<file path="src/rtl/ksa_swap_ctrl.sv">
// RC4 key-scheduling sequencer: walks s_memory once, swapping s[i] and s[j].
// Define KSA_KEY_LATCH_EN to capture secret_key at start instead of using it live.
module ksa_swap_ctrl #(
    parameter int unsigned RD_WAIT   = 1,
    parameter int unsigned KEY_BYTES = 3
) (
    input  logic                   clk,
    input  logic                   reset_n,
    input  logic                   start,
    input  logic [8*KEY_BYTES-1:0] secret_key,
    input  logic [7:0]             mem_rdata,
    output logic [7:0]             mem_addr,
    output logic [7:0]             mem_wdata,
    output logic                   mem_wren,
    output logic                   busy,
    output logic                   done
);

    localparam int unsigned KW = (KEY_BYTES > 1) ? $clog2(KEY_BYTES) : 1;
    localparam int unsigned WW = (RD_WAIT > 1) ? $clog2(RD_WAIT) : 1;
    localparam logic [KW-1:0] KIDX_LAST = KW'(KEY_BYTES - 1);
    localparam logic [WW-1:0] WAIT_LAST = WW'(RD_WAIT - 1);

    typedef enum logic [3:0] {
        StIdle, StRdSi, StWaitSi, StLatchSi, StRdSj, StWaitSj,
        StLatchSj, StWrSi, StWrSj, StNext, StDone
    } state_t;

    state_t              state_q;
    logic [7:0]          i_q;
    logic [7:0]          j_q;
    logic [7:0]          si_q;
    logic [KW-1:0]       kidx_q;
    logic [WW-1:0]       wcnt_q;
    logic [8*KEY_BYTES-1:0] key_src;
    logic [7:0]          key_byte;

`ifdef KSA_KEY_LATCH_EN
    logic [8*KEY_BYTES-1:0] key_q;
    assign key_src = key_q;

    always_ff @(posedge clk or negedge reset_n) begin
        if (!reset_n) begin
            key_q <= '0;
        end else if (state_q == StIdle && start) begin
            key_q <= secret_key;
        end
    end
`else
    assign key_src = secret_key;
`endif

    // Byte 0 is the most significant byte of the key.
    always_comb begin
        key_byte = '0;
        for (int unsigned k = 0; k < KEY_BYTES; k++) begin
            if (kidx_q == KW'(k)) begin
                key_byte = key_src[8*(KEY_BYTES-1-k) +: 8];
            end
        end
    end

    always_ff @(posedge clk or negedge reset_n) begin
        if (!reset_n) begin
            state_q   <= StIdle;
            i_q       <= '0;
            j_q       <= '0;
            si_q      <= '0;
            kidx_q    <= '0;
            wcnt_q    <= '0;
            mem_addr  <= '0;
            mem_wdata <= '0;
            mem_wren  <= 1'b0;
            busy      <= 1'b0;
            done      <= 1'b0;
        end else begin
            mem_wren <= 1'b0;
            case (state_q)
                StIdle: begin
                    done <= 1'b0;
                    if (start) begin
                        i_q     <= '0;
                        j_q     <= '0;
                        kidx_q  <= '0;
                        busy    <= 1'b1;
                        state_q <= StRdSi;
                    end
                end
                StRdSi: begin
                    mem_addr <= i_q;
                    wcnt_q   <= '0;
                    state_q  <= StWaitSi;
                end
                StWaitSi: begin
                    if (wcnt_q == WAIT_LAST) state_q <= StLatchSi;
                    else wcnt_q <= wcnt_q + 1'b1;
                end
                StLatchSi: begin
                    si_q    <= mem_rdata;
                    j_q     <= j_q + mem_rdata + key_byte;
                    state_q <= StRdSj;
                end
                StRdSj: begin
                    mem_addr <= j_q;
                    wcnt_q   <= '0;
                    state_q  <= StWaitSj;
                end
                StWaitSj: begin
                    if (wcnt_q == WAIT_LAST) state_q <= StLatchSj;
                    else wcnt_q <= wcnt_q + 1'b1;
                end
                // s[j] goes straight into the write-data register for the first write.
                StLatchSj: begin
                    mem_addr  <= i_q;
                    mem_wdata <= mem_rdata;
                    mem_wren  <= 1'b1;
                    state_q   <= StWrSi;
                end
                StWrSi: begin
                    mem_addr  <= j_q;
                    mem_wdata <= si_q;
                    mem_wren  <= 1'b1;
                    state_q   <= StWrSj;
                end
                StWrSj: state_q <= StNext;
                StNext: begin
                    if (i_q == 8'hFF) begin
                        busy    <= 1'b0;
                        done    <= 1'b1;
                        state_q <= StDone;
                    end else begin
                        i_q     <= i_q + 8'd1;
                        kidx_q  <= (kidx_q == KIDX_LAST) ? '0 : kidx_q + 1'b1;
                        state_q <= StRdSi;
                    end
                end
                StDone: begin
                    if (!start) begin
                        done    <= 1'b0;
                        state_q <= StIdle;
                    end
                end
                default: state_q <= StIdle;
            endcase
        end
    end

endmodule

</file>
<file path="config.mk">
export PLATFORM = sky130hd
export DESIGN_NAME = ksa_swap_ctrl
export DESIGN_NICKNAME = d
export VERILOG_FILES = /design/src/rtl/ksa_swap_ctrl.sv
export SDC_FILE = /design/constraint.sdc
export NUM_CORES = 1
export LEC_CHECK = 0
export CAP_MARGIN = 25
export CORE_MARGIN = 10
export CORE_UTILIZATION = 30
export DETAILED_ROUTE_END_ITERATION = 16
export PLACE_DENSITY = 0.52
export SYNTH_ARGS = -nofsm -noshare
export SYNTH_HDL_FRONTEND = slang
export SYNTH_SLANG_ARGS = --single-unit
</file>
<file path="constraint.sdc">
create_clock -name clk -period 3.45 [get_ports clk]
set_input_delay 0.5175 -clock clk [delete_from_list [all_inputs] [get_ports clk]]
set_output_delay 0.5175 -clock clk [all_outputs]
set_load 0.03 [all_outputs]
</file>
Yosys cells after proc, flatten, opt, wreduce, memory -nomap -nowiden:

Index checks and enable logic that the tools add are counted.
Widths: inputs -> output; s select.

* bits in registers: 50
* input bits: 35
* output and inout port bits: 19
* word-level logic and storage cells: 81

* add/sub/neg operators: 5
* equality and inequality tests: 19
* multiplexer cells: 28
* reductions and logical operators: 18

Operator list (number)
* $pmux 8 s2: 4
* $pmux 4 s11: 1
* $mux 8: 5
* $mux 4: 5
* $add 8x8->8: 2
* $eq 4x3->1 const B: 4
* $eq 4x4->1 const B: 3
* $ne 2x2->1 const B: 6
* $reduce_bool 2->1: 5
* $reduce_or 2->1: 5
* $reduce_and 3->1: 3
* $add 8x1->8 const B: 1
* $eq 4x2->1 const B: 2
* $eq 8x8->1 const B: 1
* $mux 1: 6
* $mux 2: 3
* $eq 4x1->1 const B: 1
* $logic_not 4->1: 1
* $pmux 1 s2: 2
* $pmux 2 s2: 1
* $reduce_and 4->1: 1
* $pmux 1 s3: 1
* $reduce_bool 3->1: 1
* $add 2x1->2 const B: 1
* 5 further kinds: 5

Logic depth before layout (Yosys ltp):

* depth after elaboration: 6
* depth in mapped cells: 13
* depth with buffers taken out: 12

Least setup slack after synthesis:

Ideal clock, no wire load.

* path kind: flip-flop to flip-flop
* from: register kidx_q[0]
* to: register j_q[7]
* library setup time: 0.083 ns
* arrival: 2.549 ns
* required time: 3.367 ns
* path slack: 0.818 ns
* cell stages (with the launch flop): 13
* path buffers: 1
* clock period less this slack: 2.632 ns
* path through: dfrtp_1 -> buf_2 -> mux2i_1 -> o21ai_0 -> fa_1 -> ha_1 -> inv_1 -> fa_1 -> nor2b_1 -> o31a_1 -> o22ai_1 -> xnor2_1 -> o21ai_0

* word-level cells in the longest chain between the ends: 6
* elaborated cells on any way between the ends: 8
* those cells by class: 1 x add/sub; 2 x eq/ne; 4 x mux; 1 x reduce/logical

RTL lines
* start, declared: line 33 `logic [KW-1:0] kidx_q;`
* start signal, assigned: line 133 `kidx_q <= (kidx_q == KIDX_LAST) ? '0 : kidx_q + 1'b1;`
* $logic_not 2->1: line 57 `if (kidx_q == KW'(k)) begin`
* $mux 8 (2 in a row): line 57
* $mux 8 *: line 57
* $add 8x8->8 *: line 100 `j_q <= j_q + mem_rdata + key_byte;`
* $pmux 8 s2 *: line 78 `case (state_q)`
* end signal, assigned: line 100
* end, declared: line 31 `logic [7:0] j_q;`

Every way passes the cells marked *; elsewhere a longest branch is shown, timed or not.
A chain may end at the register's enable or synchronous reset.

Worst setup path in the final report:

* from: register kidx_q[1]
* to: register j_q[7]

Same word-level chain as after synthesis.

==> summary.txt <==
STA
  – Clock skew: between 0.005 and 0.006 ns
  – Setup TNS: 0 ns
  – Fin crit period: around 3.1 ns
  – Slew HR: 0.448
  – Final setup viols: 0
  – Final slew viol count: 0
  – Hold_ws: 0.269 ns
  – F_max: approximately 0.33 GHz
  – Worst Max-Slew Pin Slew: a little over 0.8 ns
  – Unrepaired setup endpoints after global routing: no
  – Final Hold Violating Endpoints: 0
  – Tcrit/Tclk final: 0.886

Die
  – I/O pin count: 54
  – Core Footprint: roughly 9100 um^2
  – Die ar.: between 10000 and 15000 um^2
  – Standard-cell row count: 35
  – Initial core utilization: 0.305
  – Die height: around 120 um
  – DIE WIDTH: around 120 um

Detailed routing
  – Drt initial violations: 76
  – Routed Antenna Nets: 0
  – DRC Markers: 0
  – Routed WL per cell: about 16 um
  – WL final: 7040 um
  – Initial DRT Pass Iterations: 4
  – Number of vias per cell: between 4 and 5
  – Via count: 2201

Worst setup path
  – Worst endpoint data arrival time: 3.22 ns
  – Worst Setup Start Kind: flop
  – Crit-path max FO: 12
  – Worst path required time: between 3 and 4 ns
  – Crit path capture type: flop
  – Crit path kind: reg2reg

Status
  – Status: complete, no violations

Finish
  – FF/Latch Area: ~1200 um^2
  – Antenna Cells: 0
  – FILL cells: 944
  – Final core occ: 0.388
  – Footprint of the multi-input gates: roughly 1400 um^2
  – Final Net Count: 389
  – Most frequent cells in the layout: nand2_1, clkdlybuf4s50_1, dfrtp_1
  – Area Overhead vs Synth: 27.0%
  – Commonest non-fill, non-tap cell in the layout: nand2_1
  – Share of layout cells above drive strength 1: 0.0588

Synth
  – Top-area cell type share of the netlist area: 0.441
  – Register area share after synthesis: 0.441
  – Syn_area_per_cell: 9.58 um^2
  – Syn Nets: between 300 and 400
  – Synth Instances: just under 300
  – Synthesized cell area: 2780 um^2
  – #FFs+latches synth: 49
  – Largest area contributor in the netlist: dfrtp_1
  – Synth top area cells: dfrtp_1, mux2i_1, nand2_1
  – YS warnings: 0
  – Post-synthesis cell type count: 46

Pwr
  – Worst vdd ir: 0.387 mV
  – Total power: 3.41 mW
  – P_leak: around 1.6 nW
  – Power Dens Cells: 967 nW/um^2

Placed design
  – Detail Placement HPWL: between 5000 and 6000 um
  – Gpl congestion: 0.796
  – Port bufs: 53

Clock network
  – Post_cts resized: 0
  – Clock transition at the registers of the reported paths: approximately 0.1 ns
  – CTS H-tree lvls: 2
  – Post-CTS Hold Fix Bufs: 0
  – Post-CTS setup buffer count: 0
  – CTS tree: yes
  – Latest clock arrival within the worst-skew pair: ~0.3 ns
  – TritonCTS buffer count: 5
  – Clk sinks: 49
  – CTS max path bufs: 2
  – CTS Root Cell: clkbuf_8

GRT
  – Vias in the first global route: ~2200
  – Pin count of the biggest net entering global routing: 33
  – First-pass GRT wire length: between 10000 and 15000 um
  – Initial antenna violation count: 0
  – GRT Residual Overflow: 0
  – Tot GR Track Use: 0.106

Worst hold path
  – Hold Crit Class: in2async

Flow run
  – Max Cap Viol: 0
## cell families (layout without fill, tap and decap cells)
logic type | Yosys count | count (layout) | synth area share
and+or+nand+nor | 107 | 107 | 0.175
AOI/OAI and AO/OA | 58 | 58 | 0.132
DFF | 49 | 49 | 0.441
buffers and inverters | 26 | 76 | 0.0428
muxes | 22 | 22 | 0.0792
adders and majority gates | 15 | 15 | 0.0891
xor gates and xnor gates | 13 | 13 | 0.0410
## worst paths after layout
check                          start    endpoint  slack [ns]  cells after the start
setup / recovery           kidx_q[1]      j_q[7]        0.39                     13
max in group asynchronous    reset_n     si_q[0]        2.45                      2
min in group clk             si_q[5]     si_q[5]        0.48                      2
hold / removal               reset_n  state_q[1]        0.27                      1
setup reg to reg           kidx_q[1]      j_q[7]        0.39                     13
hold reg to reg              si_q[5]     si_q[5]        0.48                      2
## where the power goes
group | internal, mW | switching [mW]
clock network | 0.292 | 0.212
logic | 0.813 | 0.994
registers | 0.821 | 0.281
total | 1.93 | 1.49
## layout make-up
| cell class | count | area share |
|---|---|---|
| timing repair buffer | 56 | 0.155 |
| clock inverter | 3 | 0.0195 |
| multi-input combinational | 215 | 0.406 |
| tap | 111 | 0.0393 |
| clock buffer | 5 | 0.0195 |
| sequential | 49 | 0.347 |
| inverter | 12 | 0.0128 |
## Yosys cell counts (all sizes together)
library cell,instances
or3,3
nor2b,3
xnor2,6
mux2i,22
fa,8
nand4,1
a311oi,1
a222oi,3
and3,1
dfrtp,49
inv,12
a31o,1
a21o,3
xor2,7
a32oi,1
o2bb2ai,1
a211oi,1
a31oi,1
buf,8
nand2b,1
nor3b,2
o21ai,26
a21oi,12
nand4bb,1
o21a,1
nand2,57
o31a,1
o22ai,1
or2,1
o221ai,1
clkbuf,6
nor3,2
nor2,17
ha,7
and4,1
a41oi,1
o31ai,2
nand3,17
a41o,1
## critical path, cell delays in order, from the launching register on
cell and delay [ns]:
dfrtp_1 0.55, nor2b_1 0.36, buf_4 0.20, nand2_1 0.05, o21ai_0 0.09, fa_1 0.46, ha_1 0.23, inv_1 0.07
fa_1 0.21, nor2b_1 0.07, o31a_1 0.26, o22ai_1 0.16, xnor2_1 0.13, o21ai_0 0.08
## metal layers
metal / global-route usage / routed length, um / up-vias
met1: 0.145 / 3400 / 1056
met4: 0.0225 / 42 / 0
li1: - / - / 1098
met2: 0.161 / 3180 / 43
met3: 0.0329 / 423 / 4
met5: 0 / 0 / -
## per-stage QoR
step	instance area (um^2)	setup slack (ns)	instances
4_1_cts	3530	0.375	451
2_1_floorplan	2780	0.818	290
3_5_place_dp	3390	0.323	443
3_3_place_gp	3390	0.410	443
6_report	3530	0.395	451
5_1_grt	3530	0.193	451
## registers in the layout, indices dropped and copies added, names as in the netlist
signal and count:
i_q 8, j_q 8, mem_addr 8, mem_wdata 8, si_q 8, state_q 4, kidx_q 2, busy 1
done 1, mem_wren 1
Power figures use the tool's default switching activity.
